==> src/rtl/mem_stage_unit_pkg.sv <==
// rtl/mem_stage_unit_pkg.sv - shared ISA widths, memory base address and MEM-stage FSM encoding
//
// Purpose: common definitions imported by the memory-access stage and its data memory.
//   LEN_REGISTER     : architectural register width in bits
//   LEN_REG_ADDRESS  : register-file address width in bits
//   MEM_BASE_ADDRESS : default byte address mapped to data-memory word 0
//   mem_state_t      : access FSM states (IDLE waits for a request, BUSY counts latency)
package mem_stage_unit_pkg;

    localparam int LEN_REGISTER     = 32;
    localparam int LEN_REG_ADDRESS  = 4;
    localparam int MEM_BASE_ADDRESS = 1024;

    typedef enum logic {
        ST_IDLE = 1'b0,
        ST_BUSY = 1'b1
    } mem_state_t;

endpackage

==> src/rtl/mem_stage_unit_data_memory.sv <==
// rtl/mem_stage_unit_data_memory.sv - word-addressed data memory, synchronous write, asynchronous read
//
// Purpose: DEPTH x LEN_REGISTER storage array for the memory stage. Not reset, so
// contents survive a pipeline reset.
// Ports:
//   clk      : write clock
//   wr_en    : write enable, commits wr_data at the rising edge
//   wr_index : word index written
//   wr_data  : word written
//   rd_index : word index read (combinational)
//   rd_data  : word at rd_index
module data_memory
    import mem_stage_unit_pkg::*;
#(
    parameter int DEPTH = 64,
    parameter int IW    = $clog2(DEPTH)
) (
    input  logic                    clk,
    input  logic                    wr_en,
    input  logic [IW-1:0]           wr_index,
    input  logic [LEN_REGISTER-1:0] wr_data,
    input  logic [IW-1:0]           rd_index,
    output logic [LEN_REGISTER-1:0] rd_data
);

    logic [LEN_REGISTER-1:0] mem_array [DEPTH];

    always_ff @(posedge clk) begin
        if (wr_en) begin
            mem_array[wr_index] <= wr_data;
        end
    end

    assign rd_data = mem_array[rd_index];

endmodule

==> src/rtl/mem_stage_unit.sv <==
// rtl/mem_stage_unit.sv - ARM pipeline memory-access stage with multi-cycle data memory and MEM/WB register
//
// Purpose: performs loads/stores for the instruction held by EX, stalls upstream via
// mem_ready while an access takes MEM_LATENCY cycles, and registers results for WB.
// Optional feature macro: MEM_ALIGN_CHECK_EN (alignment/range checking with sticky mem_err).
// Ports:
//   clk, rst                      : clock, asynchronous active-high reset
//   mem_read_in, mem_write_in     : load / store request (both set = store)
//   wb_enable_in, dest_reg_in     : write-back control and destination from EX
//   alu_result_in, store_data_in  : byte address or ALU result; store data
//   mem_ready                     : 1 = EX outputs accepted this cycle, 0 = freeze upstream
//   wb_enable_out, mem_read_out   : registered controls (bubble while stalled)
//   dest_reg_out, alu_result_out  : registered destination and ALU result
//   mem_data_out                  : registered load data
//   mem_err                       : sticky illegal-access flag (0 without the check)
module mem_stage_unit
    import mem_stage_unit_pkg::*;
#(
    parameter int MEM_DEPTH    = 64,
    parameter int MEM_LATENCY  = 2,
    parameter int BASE_ADDRESS = MEM_BASE_ADDRESS
) (
    input  logic                       clk,
    input  logic                       rst,
    input  logic                       mem_read_in,
    input  logic                       mem_write_in,
    input  logic                       wb_enable_in,
    input  logic [LEN_REG_ADDRESS-1:0] dest_reg_in,
    input  logic [LEN_REGISTER-1:0]    alu_result_in,
    input  logic [LEN_REGISTER-1:0]    store_data_in,
    output logic                       mem_ready,
    output logic                       wb_enable_out,
    output logic                       mem_read_out,
    output logic [LEN_REG_ADDRESS-1:0] dest_reg_out,
    output logic [LEN_REGISTER-1:0]    alu_result_out,
    output logic [LEN_REGISTER-1:0]    mem_data_out,
    output logic                       mem_err
);

    localparam int IW = $clog2(MEM_DEPTH);
    localparam int CW = $clog2(MEM_LATENCY + 1);
    localparam logic [CW-1:0]           CNT_LAST = CW'(MEM_LATENCY - 1);
    localparam logic [LEN_REGISTER-1:0] BASE     = LEN_REGISTER'(BASE_ADDRESS);
    localparam bit                      SINGLE   = (MEM_LATENCY == 1);

    mem_state_t    state, state_nxt;
    logic [CW-1:0] cnt, cnt_nxt;

    logic          req;
    logic          is_store;
    logic          is_load;
    logic          access_done;
    logic          access_legal;
    logic          mem_we;
    logic [IW+1:0] offset_lo;
    logic [IW-1:0] word_index;
    logic [LEN_REGISTER-1:0] rd_data;
    logic [LEN_REGISTER-1:0] load_data;

    assign req      = mem_read_in | mem_write_in;
    assign is_store = mem_write_in;
    assign is_load  = mem_read_in & ~mem_write_in;

    // Only the low bits of the offset are needed for the (wrapping) index; the
    // subtraction of the low bits alone gives the same result as the full one.
    assign offset_lo  = alu_result_in[IW+1:0] - BASE[IW+1:0];
    assign word_index = offset_lo[IW+1:2];

`ifdef MEM_ALIGN_CHECK_EN
    // Aligned and at/above the base, so the byte offset bound is equivalent to
    // the untruncated word index being inside the array.
    assign access_legal = (alu_result_in[1:0] == 2'b00) &&
                          (alu_result_in >= BASE) &&
                          ((alu_result_in - BASE) < LEN_REGISTER'(MEM_DEPTH * 4));
`else
    assign access_legal = 1'b1;
`endif

    always_ff @(posedge clk or posedge rst) begin
        if (rst) begin
            state <= ST_IDLE;
            cnt   <= '0;
        end else begin
            state <= state_nxt;
            cnt   <= cnt_nxt;
        end
    end

    always_comb begin
        state_nxt   = state;
        cnt_nxt     = cnt;
        mem_ready   = 1'b1;
        access_done = 1'b0;
        case (state)
            ST_IDLE: begin
                if (req) begin
                    if (SINGLE) begin
                        access_done = 1'b1;
                    end else begin
                        mem_ready = 1'b0;
                        state_nxt = ST_BUSY;
                        cnt_nxt   = CW'(1);
                    end
                end
            end
            ST_BUSY: begin
                if (cnt == CNT_LAST) begin
                    access_done = 1'b1;
                    state_nxt   = ST_IDLE;
                    cnt_nxt     = '0;
                end else begin
                    mem_ready = 1'b0;
                    cnt_nxt   = cnt + CW'(1);
                end
            end
            default: begin
                state_nxt = ST_IDLE;
                cnt_nxt   = '0;
            end
        endcase
    end

    // rst gates the write so a store in flight when reset arrives never commits.
    assign mem_we    = access_done & is_store & access_legal & ~rst;
    assign load_data = access_legal ? rd_data : '0;

    data_memory #(
        .DEPTH (MEM_DEPTH),
        .IW    (IW)
    ) u_data_memory (
        .clk      (clk),
        .wr_en    (mem_we),
        .wr_index (word_index),
        .wr_data  (store_data_in),
        .rd_index (word_index),
        .rd_data  (rd_data)
    );

    // MEM/WB register: loads the instruction when accepted, otherwise a bubble
    // (controls cleared, payload held). WB side is never frozen.
    always_ff @(posedge clk or posedge rst) begin
        if (rst) begin
            wb_enable_out  <= 1'b0;
            mem_read_out   <= 1'b0;
            dest_reg_out   <= '0;
            alu_result_out <= '0;
            mem_data_out   <= '0;
        end else if (mem_ready) begin
            wb_enable_out  <= wb_enable_in;
            mem_read_out   <= is_load;
            dest_reg_out   <= dest_reg_in;
            alu_result_out <= alu_result_in;
            if (access_done && is_load) begin
                mem_data_out <= load_data;
            end
        end else begin
            wb_enable_out <= 1'b0;
            mem_read_out  <= 1'b0;
        end
    end

`ifdef MEM_ALIGN_CHECK_EN
    always_ff @(posedge clk or posedge rst) begin
        if (rst) begin
            mem_err <= 1'b0;
        end else if (access_done && !access_legal) begin
            mem_err <= 1'b1;
        end
    end
`else
    assign mem_err = 1'b0;
`endif

endmodule

==> config.mk <==
export PLATFORM = sky130hd
export DESIGN_NAME = mem_stage_unit
export DESIGN_NICKNAME = d
export VERILOG_FILES = /design/src/rtl/mem_stage_unit_pkg.sv /design/src/rtl/mem_stage_unit_data_memory.sv /design/src/rtl/mem_stage_unit.sv
export SDC_FILE = /design/constraint.sdc
export NUM_CORES = 2
export LEC_CHECK = 0
export BUFFER_PORTS_ARGS = -buffer_cell sky130_fd_sc_hd__buf_2
export CORE_MARGIN = 8
export CORE_UTILIZATION = 41
export CTS_CLUSTER_SIZE = 20
export DETAILED_ROUTE_END_ITERATION = 16
export PLACE_DENSITY = 0.61
export SLEW_MARGIN = 20
export SYNTH_ARGS = -nofsm -noshare
export SYNTH_HDL_FRONTEND = slang
export SYNTH_SLANG_ARGS = --single-unit
==> constraint.sdc <==
create_clock -name clk -period 3.3 [get_ports clk]
set_input_delay 0.33 -clock clk [delete_from_list [all_inputs] [get_ports clk]]
set_output_delay 0.33 -clock clk [all_outputs]
set_load 0.05 [all_outputs]
## Word level (Yosys, flattened, before mapping)

Memory sizes are Yosys's and may differ from the RTL's. A register that Yosys moved wholly into a read port is not among the register bits.
Index checks and enable logic that the tools add are counted.
Widths: inputs -> output; s select.

- Register bits: 41
- Output and inout port bits: 72
- Bits of input ports: 73
- Memories: 1
- Word-level logic and storage cells: 33
- RAM bits: 2,048

Memory list:

| memory | words | bits a word | read ports | clocked after Yosys merged registers in | wr ports | line | source |
|---|---|---|---|---|---|---|---|
| u_data_memory.mem_array | 64 | 32 | 1 | 1 | 1 | mem_stage_unit_data_memory.sv:26 | `logic [LEN_REGISTER-1:0] mem_array [DEPTH];` |

- Bitwise gates (word level): 7
- Equality and inequality tests: 2
- $add $sub $neg: 1
- Multiplexer cells: 14
- Reductions and logical operators: 2

Operators with widths:

| operator | count |
|---|---|
| $mux 1 | 9 |
| $mux 2 | 2 |
| $pmux 1 s2 | 2 |
| $pmux 2 s2 | 1 |
| $and 1x1->1 | 3 |
| $not 1->1 | 3 |
| $add 2x1->2 const B | 1 |
| $eq 2x1->1 const B | 1 |
| $ne 2x2->1 const B | 1 |
| $reduce_and 2->1 | 1 |
| $logic_and 1x1->1 | 1 |
| $or 1x1->1 | 1 |

## Logic depth before layout (Yosys ltp)

- Word-level depth: 7
- Mapped depth: 11
- Depth with buffers taken out: 6

## By module

A second synthesis with hierarchy kept.

- Cell total of the unflattened synthesis: 3,453
- Area total of the unflattened synthesis: 80,624.8 um^2

Modules (own cells, without submodules):

| module | times used | area an instance (um^2) | cells an instance | seq. area each (um^2) |
|---|---|---|---|---|
| data_memory | 1 | 77,874.7 | 3,292 | 61,499.0 |
| mem_stage_unit | 1 | 2,750.1 | 161 | 1,826.8 |

## Least setup slack after synthesis

OpenSTA, ideal clock, no wires.

- Kind: input to register
- Start: input rst
- End: memory u_data_memory.mem_array[10][0], enable pin
- Data required time: 2.879 ns
- Path slack: -1.085 ns
- Buffers on the path: 1
- Stages: 5
- Arrival: 3.964 ns
- Setup time: 0.421 ns
- Path through: inv_1 and3_1 buf_2 nand3_1 nor2_1

- Word-level cells in the longest chain between the ends: 4

Ends and longest elaborated chain:

| element | line | source |
|---|---|---|
| from (decl) | mem_stage_unit.sv:24 | `input logic rst,` |
| $not 1->1 | mem_stage_unit.sv:124 | `assign mem_we = access_done & is_store & access_legal & ~rst;` |
| $and 1x1->1 | mem_stage_unit.sv:124 |  |
| $mux 1 | mem_stage_unit_data_memory.sv:29 | `if (wr_en) begin` |
| $mux 1 (not written as such) | mem_stage_unit_data_memory.sv:30 | `mem_array[wr_index] <= wr_data;` |
| to (decl) | mem_stage_unit_data_memory.sv:26 |  |

Every way passes these cells.

## Worst setup path in the final report

- Start: register cnt[1]
- End: register mem_data_out[19] (read register of u_data_memory.mem_array)

- Word-level cells in the longest chain between the ends: 5
- Elaborated cells on any way between the ends: 6
- Classes of those cells: eq/ne (1); mux (3); reduce/logical (2)

Ends and longest elaborated chain:

| element | line | source |
|---|---|---|
| from (decl) | mem_stage_unit.sv:47 | `logic [CW-1:0] cnt, cnt_nxt;` |
| from (signal assigned) | mem_stage_unit.sv:85 | `cnt <= cnt_nxt;` |
| $eq 2x1->1 (*) | mem_stage_unit.sv:107 | `if (cnt == CNT_LAST) begin` |
| $mux 1 (*) | mem_stage_unit.sv:107 |  |
| $mux 1 | mem_stage_unit.sv:94 | `case (state)` |
| $logic_and 1x1->1 | mem_stage_unit.sv:153 | `if (access_done && is_load) begin` |
| $reduce_and 2->1 (no line) (*) | - |  |
| to (decl) | mem_stage_unit.sv:36 | `output logic [LEN_REGISTER-1:0] mem_data_out,` |

Mark *: on every way between the ends. The rest lies on a longest branch, timed or not.
A chain may end at the register's enable or synchronous reset.

==> out/results.ini <==
[status]
outcome=finished, final reports clean

[clocking]
cts_hold_buf=40
cts_buffers=201
htree_levels=4
clock-sinks=2121
cts_setup_buffers=0
root_buffer=clkbuf_16
post_cts_resized=0
cts_tree=built
clk_latency_ns=0.85
clk_path_buf_depth=3
clkTransAtPathRegs_ns=0.06

[critical_path]
cp-end-kind=flip-flop
reg2reg_depth=6
cp_max_fo=44
start_kind=flip-flop
cp_data_required_time_ns=4.00
path_class=reg2reg
arrival_ns=3.67

[power]
comb_power_share=0.104
p_seq_frac=0.518
total_power_uw=59000
power.density_nw_per_um2=621
switching_share=0.252
switching_power_uw=14900
vdd_drop_max_uv=586
internal_power_uw=44200
power_frac_clock=0.378
power.leakage_uw=0.0310

[worst_hold_path]
hold_class=in2reg
whs_path_depth=1

[timing]
maxSlewHeadroom=0.232
rsz0062_at_grt=no
tightest_slew_ns=1.15
whs_ns=0.0573
finalClockSkew_ns=0.0467
fin_crit_sh=0.899
clock.fmax_ghz=0.337
hold_viol_final=0
drv_slew=0
finalSetupViolations=0
fin_crit_ns=2.97

[grt]
antenna_found_initial=20
grt_overflow=0
grt_util_met1=0.324
grt.busiest_layer=met2
track_usage=0.236
grt_max_degree=65
grtUsageMet3=0.0548
grt_pass1_vias=44500
use_met2=0.374
grt_pass1_wl_um=355000

[synth]
yosysSeqAreaShare=0.782
synthArstFlopShare=0.0344
netlist_area_um2=81000
ys_types=68
synth-warning-count=0
synth_fp_nets=4247
yosysMostFrequentCell=edfxtp_1
ys_ff_latch=2121
ys.flop_type=edfxtp_1
synth_edf_count=2048
synthTopCellsByCount=2,048 x edfxtp_1, 345 x mux2i_1, 229 x a221oi_1
yosys.area.top_type_share=0.759
yosys-top-cells-area=edfxtp_1 76%, mux4_2 5.3%, mux2i_1 4.3%
synth_top_area_cell=edfxtp_1
syn_inst=4174
postSynthAreaPerCell_um2=19.4

[detailed_routing]
postRouteAntennaNets=0
wl_per_cell_um=34.3
first_pass_iters=8
vias=46100
routed_wl_um=257000
first_iter_violations=6727
vias_per_cell=6.16
drc=0

[place]
hpwl_um=157000
io_buffers=143
place_area_um2=88400
place.gp.congestion=0.857

[finish]
drive_above_1_share=0.249
syn2layout_area_growth_pct=17.4
fin_area_um2=95100
final_nets=4755

[die]
start_util=0.412
core_area_um2=197000
fp-row-count=163
die_w_um=460
die_area_um2=212000
ios=145
die_h_um=460

[run]
cap_violations=0

## cell usage in the layout, fill, tap and decap left out, drive strengths merged, types with 53 or more instances in the layout
cell    count
edfxtp   2048
buf       543
mux2i     345
clkbuf    259
a221oi    231
nor2      192
mux4      189
a22oi     130
o21ai     105
mux2      100
clkinv     85
o22ai      82
nand2      78
dfrtp      73
a21oi      53
## worst max-delay path: stages, from the launching register on
cell and delay [ns]:
dfrtp_1 0.40, nand3b_1 0.16, or3b_2 0.80, inv_2 0.20, buf_12 0.35, nand3_1 0.38
o32a_1 0.44
## logic make-up after synthesis
group,after synthesis,synth area share
simple gates,383,0.0209
buf+inv,284,0.0186
other cells,1,0.0000463
compound gates,751,0.0696
mux,634,0.109
flops,2121,0.782
## per-stage QoR
stage	setup slack [ns]	TNS, ns	util	cells
2_1_floorplan	-0.270	-472.23	-	4174
3_3_place_gp	0.0378	0	0.449	7078
3_5_place_dp	0.0457	0	0.449	7079
4_1_cts	0.412	0	0.483	7486
5_1_grt	0.361	0	0.483	7489
6_report	0.332	0	0.483	7493
## path summary, 6_finish.rpt
kind                                   start                            end  slack, ns
setup / recovery                      cnt[1]               mem_data_out[19]       0.33
hold / removal              store_data_in[6]  u_data_memory.mem_array[8][6]       0.06
setup reg to reg                      cnt[1]               mem_data_out[19]       0.33
hold reg to reg            alu_result_out[2]              alu_result_out[2]       0.48
max in group asynchronous                rst               mem_data_out[19]       1.72
min in group asynchronous                rst             alu_result_out[22]       0.21
## area by class of cell
cell class	count	area (µm²)
Antenna cell	7	17.5
Clock buffer	259	5320
Clock inverter	108	951
Fill cell	16100	102000
Inverter	6	33.8
Multi-Input combinational cell	1769	16700
Sequential cell	2121	63300
Tap cell	2640	3300
Timing Repair Buffer	583	5380
## power by group through the flow
stage	clock, µW	combinational (µW)	sequential (µW)
final	22300	6140	30600
after global routing	23500	6380	30600
after CTS	22600	6110	30600
after detailed placement	0	6060	31100
after global placement	0	6010	31100
after floorplan	0	2080	32300
## metal layers
| layer | part of all wire | wire length, µm |
|---|---|---|
| met1 | 0.39 | 101000 |
| met2 | 0.47 | 120000 |
| met4 | 0.035 | 8950 |
| met5 | 0.00035 | 90 |
| met3 | 0.11 | 27600 |
## registers in the layout, summed over array words and instances (netlist names)
signal	count
state	1
dest_reg_out	4
mem_data_out	32
mem_read_out	1
u_data_memory.mem_array	2048
wb_enable_out	1
alu_result_out	32
cnt	2
Power figures use the tool's default switching activity.
